`config.mk`:
```
export PLATFORM = sky130hd
export DESIGN_NAME = fb_rd_burst_gen
export DESIGN_NICKNAME = d
export VERILOG_FILES = /design/src/rtl/fb_pkg.sv /design/src/rtl/fb_outst_cnt.sv /design/src/rtl/fb_rd_burst_gen.sv
export SDC_FILE = /design/constraint.sdc
export NUM_CORES = 1
export LEC_CHECK = 0
export CORE_AREA = 2 2 450 452
export DETAILED_ROUTE_END_ITERATION = 6
export DIE_AREA = 0 0 452 454
export RECOVER_POWER = 25
export SETUP_SLACK_MARGIN = 0.3
export SLEW_MARGIN = 30
export SYNTH_ARGS = -nofsm -noshare
export SYNTH_HDL_FRONTEND = slang
export SYNTH_SLANG_ARGS = --single-unit
```
`constraint.sdc`:
```
create_clock -name axi_clk -period 6.05 [get_ports axi_clk]
set_input_delay 0.605 -clock axi_clk [delete_from_list [all_inputs] [get_ports axi_clk]]
set_output_delay 0.605 -clock axi_clk [all_outputs]
set_load 0.01 [all_outputs]
```
`src/rtl/fb_pkg.sv`:
```
// Shared types and helpers for the frame-buffer read burst generator.
package fb_pkg;

  localparam int AXI_LEN_W = 8;

  typedef enum logic [1:0] {
    ST_IDLE  = 2'd0,
    ST_ADDR  = 2'd1,
    ST_DRAIN = 2'd2
  } fb_state_t;

  // Bytes carried by one AXI read beat.
  function automatic int fb_bytes(input int data_w);
    return data_w / 8;
  endfunction

  // Width of the beat index inside one line-buffer slot.
  function automatic int fb_beat_w(input int x_wid, input int data_w);
    return x_wid - $clog2(data_w / 8);
  endfunction

endpackage

```
`src/rtl/fb_outst_cnt.sv`:
```
// Up/down counter of outstanding AR bursts, saturating at MAX.
module fb_outst_cnt #(
  parameter int MAX = 4,
  parameter int CW  = $clog2(MAX + 1)
) (
  input  logic          i_clk,
  input  logic          i_rst,
  input  logic          i_inc,
  input  logic          i_dec,
  output logic [CW-1:0] o_cnt,
  output logic          o_full,
  output logic          o_zero
);

  logic [CW-1:0] r_cnt;

  // Simultaneous increment and decrement cancel out.
  always_ff @(posedge i_clk or posedge i_rst) begin
    if (i_rst) begin
      r_cnt <= '0;
    end else if (i_inc && !i_dec && (r_cnt != CW'(MAX))) begin
      r_cnt <= r_cnt + 1'b1;
    end else if (i_dec && !i_inc && (r_cnt != '0)) begin
      r_cnt <= r_cnt - 1'b1;
    end
  end

  assign o_cnt  = r_cnt;
  assign o_full = (r_cnt == CW'(MAX));
  assign o_zero = (r_cnt == '0);

endmodule

```
`src/rtl/fb_rd_burst_gen.sv`:
```
// Fetches one frame-buffer line window per request as AXI read bursts and
// writes the returned beats into a multi-slot line buffer.
module fb_rd_burst_gen
  import fb_pkg::*;
#(
  parameter int DATA_W    = 512,
  parameter int BURST_LEN = 16,
  parameter int MAX_OUTST = 4,
  parameter int X_WID     = 12,
  parameter int Y_WID     = 12,
  parameter int LB_SLOT_W = 2,
  parameter int FRAME_SH  = 24
) (
  input  logic                                              axi_clk,
  input  logic                                              i_arst,
  input  logic                                              i_frame_start,
  input  logic                                              i_line_req,
  input  logic [2:0]                                        i_frame_idx,
  input  logic [31:0]                                       i_base_addr,
  input  logic [X_WID-1:0]                                  i_x_start,
  input  logic [X_WID-1:0]                                  i_x_win,
  input  logic [Y_WID-1:0]                                  i_y_start,
  input  logic [Y_WID-1:0]                                  i_y_win,
  output logic                                              o_ar_valid,
  output logic [31:0]                                       o_ar_addr,
  output logic [AXI_LEN_W-1:0]                              o_ar_len,
  input  logic                                              i_ar_ready,
  input  logic                                              i_r_valid,
  input  logic [DATA_W-1:0]                                 i_r_data,
  input  logic                                              i_r_last,
  output logic                                              o_r_ready,
  output logic                                              o_lb_we,
  output logic [LB_SLOT_W+fb_beat_w(X_WID, DATA_W)-1:0]     o_lb_waddr,
  output logic [DATA_W-1:0]                                 o_lb_wdata,
  output logic                                              o_busy,
  output logic                                              o_line_done,
  output logic                                              o_ovf
);

  localparam int BYTES   = fb_bytes(DATA_W);
  localparam int LOG2B   = $clog2(BYTES);
  localparam int BEAT_W  = fb_beat_w(X_WID, DATA_W);
  localparam int CNT_RAW = X_WID + 2 - LOG2B;
  localparam int CNT_W   = (CNT_RAW > 9) ? CNT_RAW : 9;
  localparam int OW      = $clog2(MAX_OUTST + 1);

  fb_state_t         r_state, w_state_nx;
  logic              r_pend, r_ovf, r_fs_pend;
  logic [Y_WID-1:0]  r_ycnt, r_line_y;
  logic [31:0]       r_line_addr;
  logic [CNT_W-1:0]  r_beats, r_iss, r_rx;

  logic [X_WID-1:0]  w_x0;
  logic [X_WID+1:0]  w_span;
  logic [CNT_W-1:0]  w_beats, w_left, w_len;
  logic [31:0]       w_line_addr;
  logic [Y_WID:0]    w_y_inc;
  logic [Y_WID-1:0]  w_y_next;
  logic              w_start, w_done, w_ar_hs, w_r_hs, w_full, w_zero, w_last_burst;
  logic [OW-1:0]     w_outst;

  // Line geometry from the live configuration, latched at line start.
  assign w_x0        = i_x_start & ~X_WID'(BYTES - 1);
  assign w_span      = (X_WID+2)'(i_x_start - w_x0) + (X_WID+2)'(i_x_win) + (X_WID+2)'(BYTES - 1);
  assign w_beats     = (i_x_win == '0) ? '0 : CNT_W'(w_span >> LOG2B);
  assign w_line_addr = i_base_addr + (32'(i_frame_idx) << FRAME_SH)
                     + ((32'(i_y_start) + 32'(r_ycnt)) << X_WID) + 32'(w_x0);

  assign w_left       = r_beats - r_iss;
  assign w_len        = (w_left > CNT_W'(BURST_LEN)) ? CNT_W'(BURST_LEN) : w_left;
  assign w_last_burst = ((r_iss + w_len) == r_beats);
  assign w_start      = (r_state == ST_IDLE) && r_pend;
  assign w_ar_hs      = o_ar_valid && i_ar_ready;
  assign w_r_hs       = i_r_valid && o_r_ready;

  assign w_y_inc  = (Y_WID+1)'(r_line_y) + (Y_WID+1)'(1);
  assign w_y_next = (w_y_inc >= {1'b0, i_y_win}) ? '0 : w_y_inc[Y_WID-1:0];

  fb_outst_cnt #(.MAX(MAX_OUTST), .CW(OW)) u_outst (
    .i_clk  (axi_clk),
    .i_rst  (i_arst),
    .i_inc  (w_ar_hs),
    .i_dec  (w_r_hs && i_r_last),
    .o_cnt  (w_outst),
    .o_full (w_full),
    .o_zero (w_zero)
  );

  // State register.
  always_ff @(posedge axi_clk or posedge i_arst) begin
    if (i_arst) r_state <= ST_IDLE;
    else        r_state <= w_state_nx;
  end

  // Next-state, AR valid and line-done decode.
  always_comb begin
    w_state_nx = r_state;
    o_ar_valid = 1'b0;
    w_done     = 1'b0;
    unique case (r_state)
      ST_IDLE:  if (r_pend) w_state_nx = (w_beats == '0) ? ST_DRAIN : ST_ADDR;
      ST_ADDR: begin
        o_ar_valid = !w_full;
        if (!w_full && i_ar_ready && w_last_burst) w_state_nx = ST_DRAIN;
      end
      ST_DRAIN: if (r_rx == r_beats) begin
        w_done     = 1'b1;
        w_state_nx = ST_IDLE;
      end
      default:  w_state_nx = ST_IDLE;
    endcase
  end

  // Per-line datapath: latch geometry at start, count issued and received beats.
  always_ff @(posedge axi_clk or posedge i_arst) begin
    if (i_arst) begin
      r_line_addr <= '0;
      r_line_y    <= '0;
      r_beats     <= '0;
      r_iss       <= '0;
      r_rx        <= '0;
    end else if (w_start) begin
      r_line_addr <= w_line_addr;
      r_line_y    <= r_ycnt;
      r_beats     <= w_beats;
      r_iss       <= '0;
      r_rx        <= '0;
    end else begin
      if (w_ar_hs) r_iss <= r_iss + w_len;
      if (w_r_hs)  r_rx  <= r_rx + 1'b1;
    end
  end

  // One-deep request queue with sticky overflow; a request arriving as the
  // pending one is consumed refills the queue instead of being dropped.
  always_ff @(posedge axi_clk or posedge i_arst) begin
    if (i_arst) begin
      r_pend <= 1'b0;
      r_ovf  <= 1'b0;
    end else if (i_line_req) begin
      if (r_pend && !w_start) r_ovf  <= 1'b1;
      else                    r_pend <= 1'b1;
    end else if (w_start) begin
      r_pend <= 1'b0;
    end
  end

  // Line counter: advances on completion; a frame start seen while a line is
  // in flight is remembered so that completion leaves the counter at zero.
  always_ff @(posedge axi_clk or posedge i_arst) begin
    if (i_arst) begin
      r_ycnt    <= '0;
      r_fs_pend <= 1'b0;
    end else if (w_done) begin
      r_ycnt    <= (r_fs_pend || i_frame_start) ? '0 : w_y_next;
      r_fs_pend <= 1'b0;
    end else if (i_frame_start) begin
      r_ycnt    <= '0;
      r_fs_pend <= (r_state != ST_IDLE) || w_start;
    end
  end

  assign o_ar_addr   = r_line_addr + (32'(r_iss) << LOG2B);
  assign o_ar_len    = (w_left == '0) ? '0 : AXI_LEN_W'(w_len - 1'b1);
  assign o_r_ready   = !w_zero || (r_state == ST_ADDR);
  assign o_lb_we     = w_r_hs;
  assign o_lb_waddr  = {r_line_y[LB_SLOT_W-1:0], r_rx[BEAT_W-1:0]};
  assign o_lb_wdata  = i_r_data;
  assign o_busy      = (r_state != ST_IDLE);
  assign o_line_done = w_done;
  assign o_ovf       = r_ovf;

endmodule

```
==> results.txt <==
- Setup violations remaining at the end of the flow were counted as 0.
- Worst Setup Start Kind: flop
* Crit path cell chain: inv_1 > ha_1 > inv_1 > fa_1 > a21o_2 > a21o_1 > o21ai_0 > nand3_1 > nand2_1 > o211ai_1 > or2_2 > nor2_1 > fa_1 > xnor2_1 > nand2_1 > a2111oi_0 > nand2_1 > a2111oi_1 > nand4_1 > nand2b_1 > o221ai_2
* Count of buffer and inverter cells on the critical path: 2
* Post-Synth Adder-Cell Area: 11.9%
- Number of max-cap violations: 1
- The net count of the finished layout is 1775.
- Average wire per cell in the routed design: 26.1 um
- For this design, the CTS-stage hold fixing added 0 buffers.
* Mux share of post-synthesis cell area: 0.531%
* Clock transition time at the flip-flop clock pins of the worst setup and hold paths: 80 ps
- The final critical path takes up 86.9% of the cycle.
* CP Data Required Time: 6330 ps
- Drt pass-1 iters: 5
- Based on the critical path, the design can be clocked at up to 0.190 GHz.
- Number of CTS-inserted buffers: 9
* Biggest fanout along the worst timing path: 7
* Row Count: 165
- Library cell used as clock root buffer: sky130_fd_sc_hd__clkbuf_16
* Number of pins with negative max-slew slack in the final report: 34
- Headroom to the max-slew limit came out at -8.52%.
* Power per standard cell area: 118 mW/mm^2
- TritonCTS built the clock tree.
- After synthesis, the mean cell area works out to 8.11 um^2.
- Via count: 8385
* Arrival @ worst endpoint: 5540 ps
- For the pin with the worst max-slew slack, the measured transition is 1620 ps.
- Residual DRC: 0
* Time the final worst path needs with I/O delays and setup: 5260 ps
- Total number of yosys warnings: 0
- Filler cell count: 23.5k
- Master of the slowest instance on the critical path: sky130_fd_sc_hd__fa_1
* Critical path depth in cells: 21
- After legalization and detailed placement, the total HPWL measured 89200 um.
* EDFF count, synth: 0
- CP endpoint kind: flop
* Kind of path behind the tightest hold check: flop to flop
- 1168 I/O pins were placed.
- In the final layout, the multi-input gates occupy 0.00524 mm^2.
- Clock latency on the worst-skew pair, taken at its later pin, is 360 ps.
* DRT iter0 DRCs: 509
- The die covers 0.205 mm^2.
- Post-detailed-route count of antenna-violating nets: 0
* Post-CTS Setup Repair Bufs: 0
- After floorplanning, the core was sized to cover 0.201 mm^2.
- Summing the areas of all xor and xnor instances in the mapped netlist gives 7.52% of the synthesized area.
* Final WL: 97800 um
- After synthesis, the largest family of logic cells by area is buffers and inverters.
- Entering global routing, the biggest net connects 81 pins.
* Number of buffers added on ports: 141
* Largest stage delay on the critical path: 470 ps
- The congestion estimate from routability-driven global placement came to 0.786.
- The initial antenna violation count is 27.
- P&R area growth vs syn: 8.83%
* Register cell area after layout: 0.00223 mm^2
- CTS sink cnt: 89
* CP dominant cell by count: sky130_fd_sc_hd__nand2_1
- On the final layout, the worst clock skew is 15.5 ps.
- Across the VDD grid, the largest voltage drop is 0.161 mV.
- Proportion of synthesized chip area in sequential cells: 18.9%
- The synthesized netlist devotes 11.7% of its cell area to compound gates.
- Global routing finished with a remaining overflow of 0.
- Summing every instance area after synthesis gives 0.0118 mm^2.
- RSZ-0062 raised after global routing: no
- The number of gates resized after CTS was 0.
* Starting utilization of the core area: 5.87%
* First-pass GRT wire length: 114000 um
* Depth of the worst register-to-register path: 21
- Setup total negative slack on the finished layout was measured at 0 ps.
- Summing the areas of all and, or, nand and nor instances in the mapped netlist gives 12.6% of the synthesized area.
- Counting instances, the worst hold path has a depth of 1.
- In the routed layout, each cell is associated on average with a via count of 2.24.
- The run finished, with violations left.
* Most frequently used flop master after synthesis: sky130_fd_sc_hd__dfrtp_1
* Tot GR Track Use: 9.04%
- Layout cell share with drive strength beyond 1: 4.11%
* Cell family with most CP delay: compound AO/OA/AOI/OAI gates
- Post-synthesis cell type count: 68
- From left edge to right edge, the die measures 452 um.
- Synthesis inferred 89 register bits.
* H-Tree Depth: 3
* Synthesized instance count: 1454
- After layout, the design draws a total of 0.00152 W.
- Classification of the worst setup path: flop to flop
- From bottom edge to top edge, the die measures 454 um.
* Violated checks: max-capacitance violations, max-slew violations
* Number of global-route vias before repair: 8237
- The final number of hold-violating endpoints came to 0.
- The clock passes through at most 2 buffers.
* Cell leakage power: 4.76 nW
- Counting flops with an async set or reset pin after synthesis yields a share of 100%.
-- cell usage after synthesis, drive strengths merged, types with 2 or more instances --
library cell / n / area share (%)
a311oi: 3 / 0.22
fa: 7 / 1.2
inv: 74 / 2.4
clkbuf: 19 / 0.69
or4: 3 / 0.19
nor2b: 6 / 0.32
nand3: 33 / 1.4
and2b: 2 / 0.15
or3: 5 / 0.31
a21o: 31 / 2.0
a31oi: 4 / 0.21
nand4: 11 / 0.58
or2: 4 / 0.21
nor3b: 3 / 0.19
a21boi: 3 / 0.19
and3: 17 / 0.90
a2111oi: 6 / 0.46
xnor2: 58 / 4.3
o21bai: 13 / 0.83
and4: 3 / 0.22
o21a: 5 / 0.32
a211oi: 3 / 0.30
a211o: 2 / 0.15
and2: 6 / 0.32
dfrtp: 89 / 19
a31o: 4 / 0.30
nor2: 53 / 1.7
o221ai: 2 / 0.20
nand3b: 2 / 0.13
o21ai: 62 / 2.6
a21oi: 52 / 2.2
nand2b: 13 / 0.69
mux2i: 5 / 0.53
ha: 101 / 11
nand2: 137 / 4.4
nor3: 13 / 0.59
nor4: 4 / 0.21
o31ai: 6 / 0.38
o211ai: 11 / 0.70
buf: 530 / 34
xor2: 38 / 2.8
-- report_power, final --
| part | leakage (nW) | total [W] | switching [W] | internal (W) |
|---|---|---|---|---|
| Combinational | 3.62 | 0.000343 | 0.000190 | 0.000154 |
| Sequential | 1.01 | 0.000600 | 0.00000398 | 0.000596 |
| Clock | 0.134 | 0.000575 | 0.000286 | 0.000289 |
-- layout make-up --
cell class | instances | area share (%)
Inverter | 74 | 2.17
Clock buffer | 10 | 1.78
Sequential cell | 89 | 17.4
Multi-Input combinational cell | 745 | 40.9
Clock inverter | 6 | 0.468
Timing Repair Buffer | 146 | 11.3
Tap cell | 2672 | 26.1
Antenna cell | 1 | 0.0195
-- flip-flops by register name (all words and copies together), names as in the netlist --
name and flops:
r_iss 9, r_state 2, r_rx 9, r_fs_pend 1, r_line_y 12, r_line_addr 32
u_outst.o_cnt 3, r_pend 1, r_ycnt 12, r_beats 7, o_ovf 1
-- per-layer routing --
layer	wire [um]	track usage (%)
met3	27900	12.3
met2	46500	15.0
met1	19000	4.99
met4	3440	2.91
met5	1030	3.75
-- worst reg2reg max path, cell delays in order (launching register included) --
cell                        delay (ps)
sky130_fd_sc_hd__dfrtp_1           430
sky130_fd_sc_hd__inv_1             110
sky130_fd_sc_hd__ha_1              170
sky130_fd_sc_hd__inv_1              60
sky130_fd_sc_hd__fa_1              430
sky130_fd_sc_hd__a21o_2            250
sky130_fd_sc_hd__a21o_1            170
sky130_fd_sc_hd__o21ai_0           220
sky130_fd_sc_hd__nand3_1           160
sky130_fd_sc_hd__nand2_1           170
sky130_fd_sc_hd__o211ai_1          270
sky130_fd_sc_hd__or2_2             390
sky130_fd_sc_hd__nor2_1            130
sky130_fd_sc_hd__fa_1              470
sky130_fd_sc_hd__xnor2_1           210
sky130_fd_sc_hd__nand2_1            70
sky130_fd_sc_hd__a2111oi_0         400
sky130_fd_sc_hd__nand2_1           100
sky130_fd_sc_hd__a2111oi_1         460
sky130_fd_sc_hd__nand4_1           170
sky130_fd_sc_hd__nand2b_1          190
sky130_fd_sc_hd__o221ai_2          150
-- cell usage in the layout (no fill, tap or decap), drive strengths merged, types with 6 or more instances in the layout --
cell type / synthesis / final
nand2b: 13 / 13
nor2b: 6 / 6
o21bai: 13 / 13
a21oi: 52 / 52
a2111oi: 6 / 6
o31ai: 6 / 6
xnor2: 58 / 58
a21o: 31 / 31
o21ai: 62 / 62
nor2: 53 / 53
and3: 17 / 17
xor2: 38 / 38
nand4: 11 / 11
nor3: 13 / 13
clkdlybuf4s50: 0 / 140
nand2: 137 / 137
and2: 6 / 6
dfrtp: 89 / 89
fa: 7 / 7
nand3: 33 / 33
inv: 74 / 76
ha: 101 / 101
clkbuf: 19 / 10
o211ai: 11 / 11
-- logic make-up after synthesis --
kind of cell	count (synthesis)
other cells	1
xor+xnor	98
buf+inv	624
mux	5
compound gates	213
simple gates	316
flops	89
fa+ha+maj	108
-- per-stage QoR --
step	area [um^2]	worst slack (ps)	std cells	util [%]	hold slack (ps)
6_report	12800	794	3743	6.39	486
2_1_floorplan	11800	1630	1458	-	447
5_1_grt	12800	465	3743	6.39	519
4_1_cts	12800	767	3742	6.38	496
3_3_place_gp	12500	506	3726	6.24	459
3_5_place_dp	12500	632	3726	6.24	471
-- worst paths after layout --
check	slack (ps)	startpoint	to
min reg2reg	490	o_ovf$_DFFE_PP0P_	o_ovf$_DFFE_PP0P_
min in group asynchronous	1110	i_arst	r_line_addr[0]$_DFFE_PP0P_
max reg2reg	790	r_beats[0]$_DFFE_PP0P_	r_state[1]$_DFFE_PP0P_
max in group asynchronous	3500	i_arst	r_line_addr[26]$_DFFE_PP0P_
max	790	r_beats[0]$_DFFE_PP0P_	r_state[1]$_DFFE_PP0P_
min	490	o_ovf$_DFFE_PP0P_	o_ovf$_DFFE_PP0P_
Power figures use the tool's default switching activity.
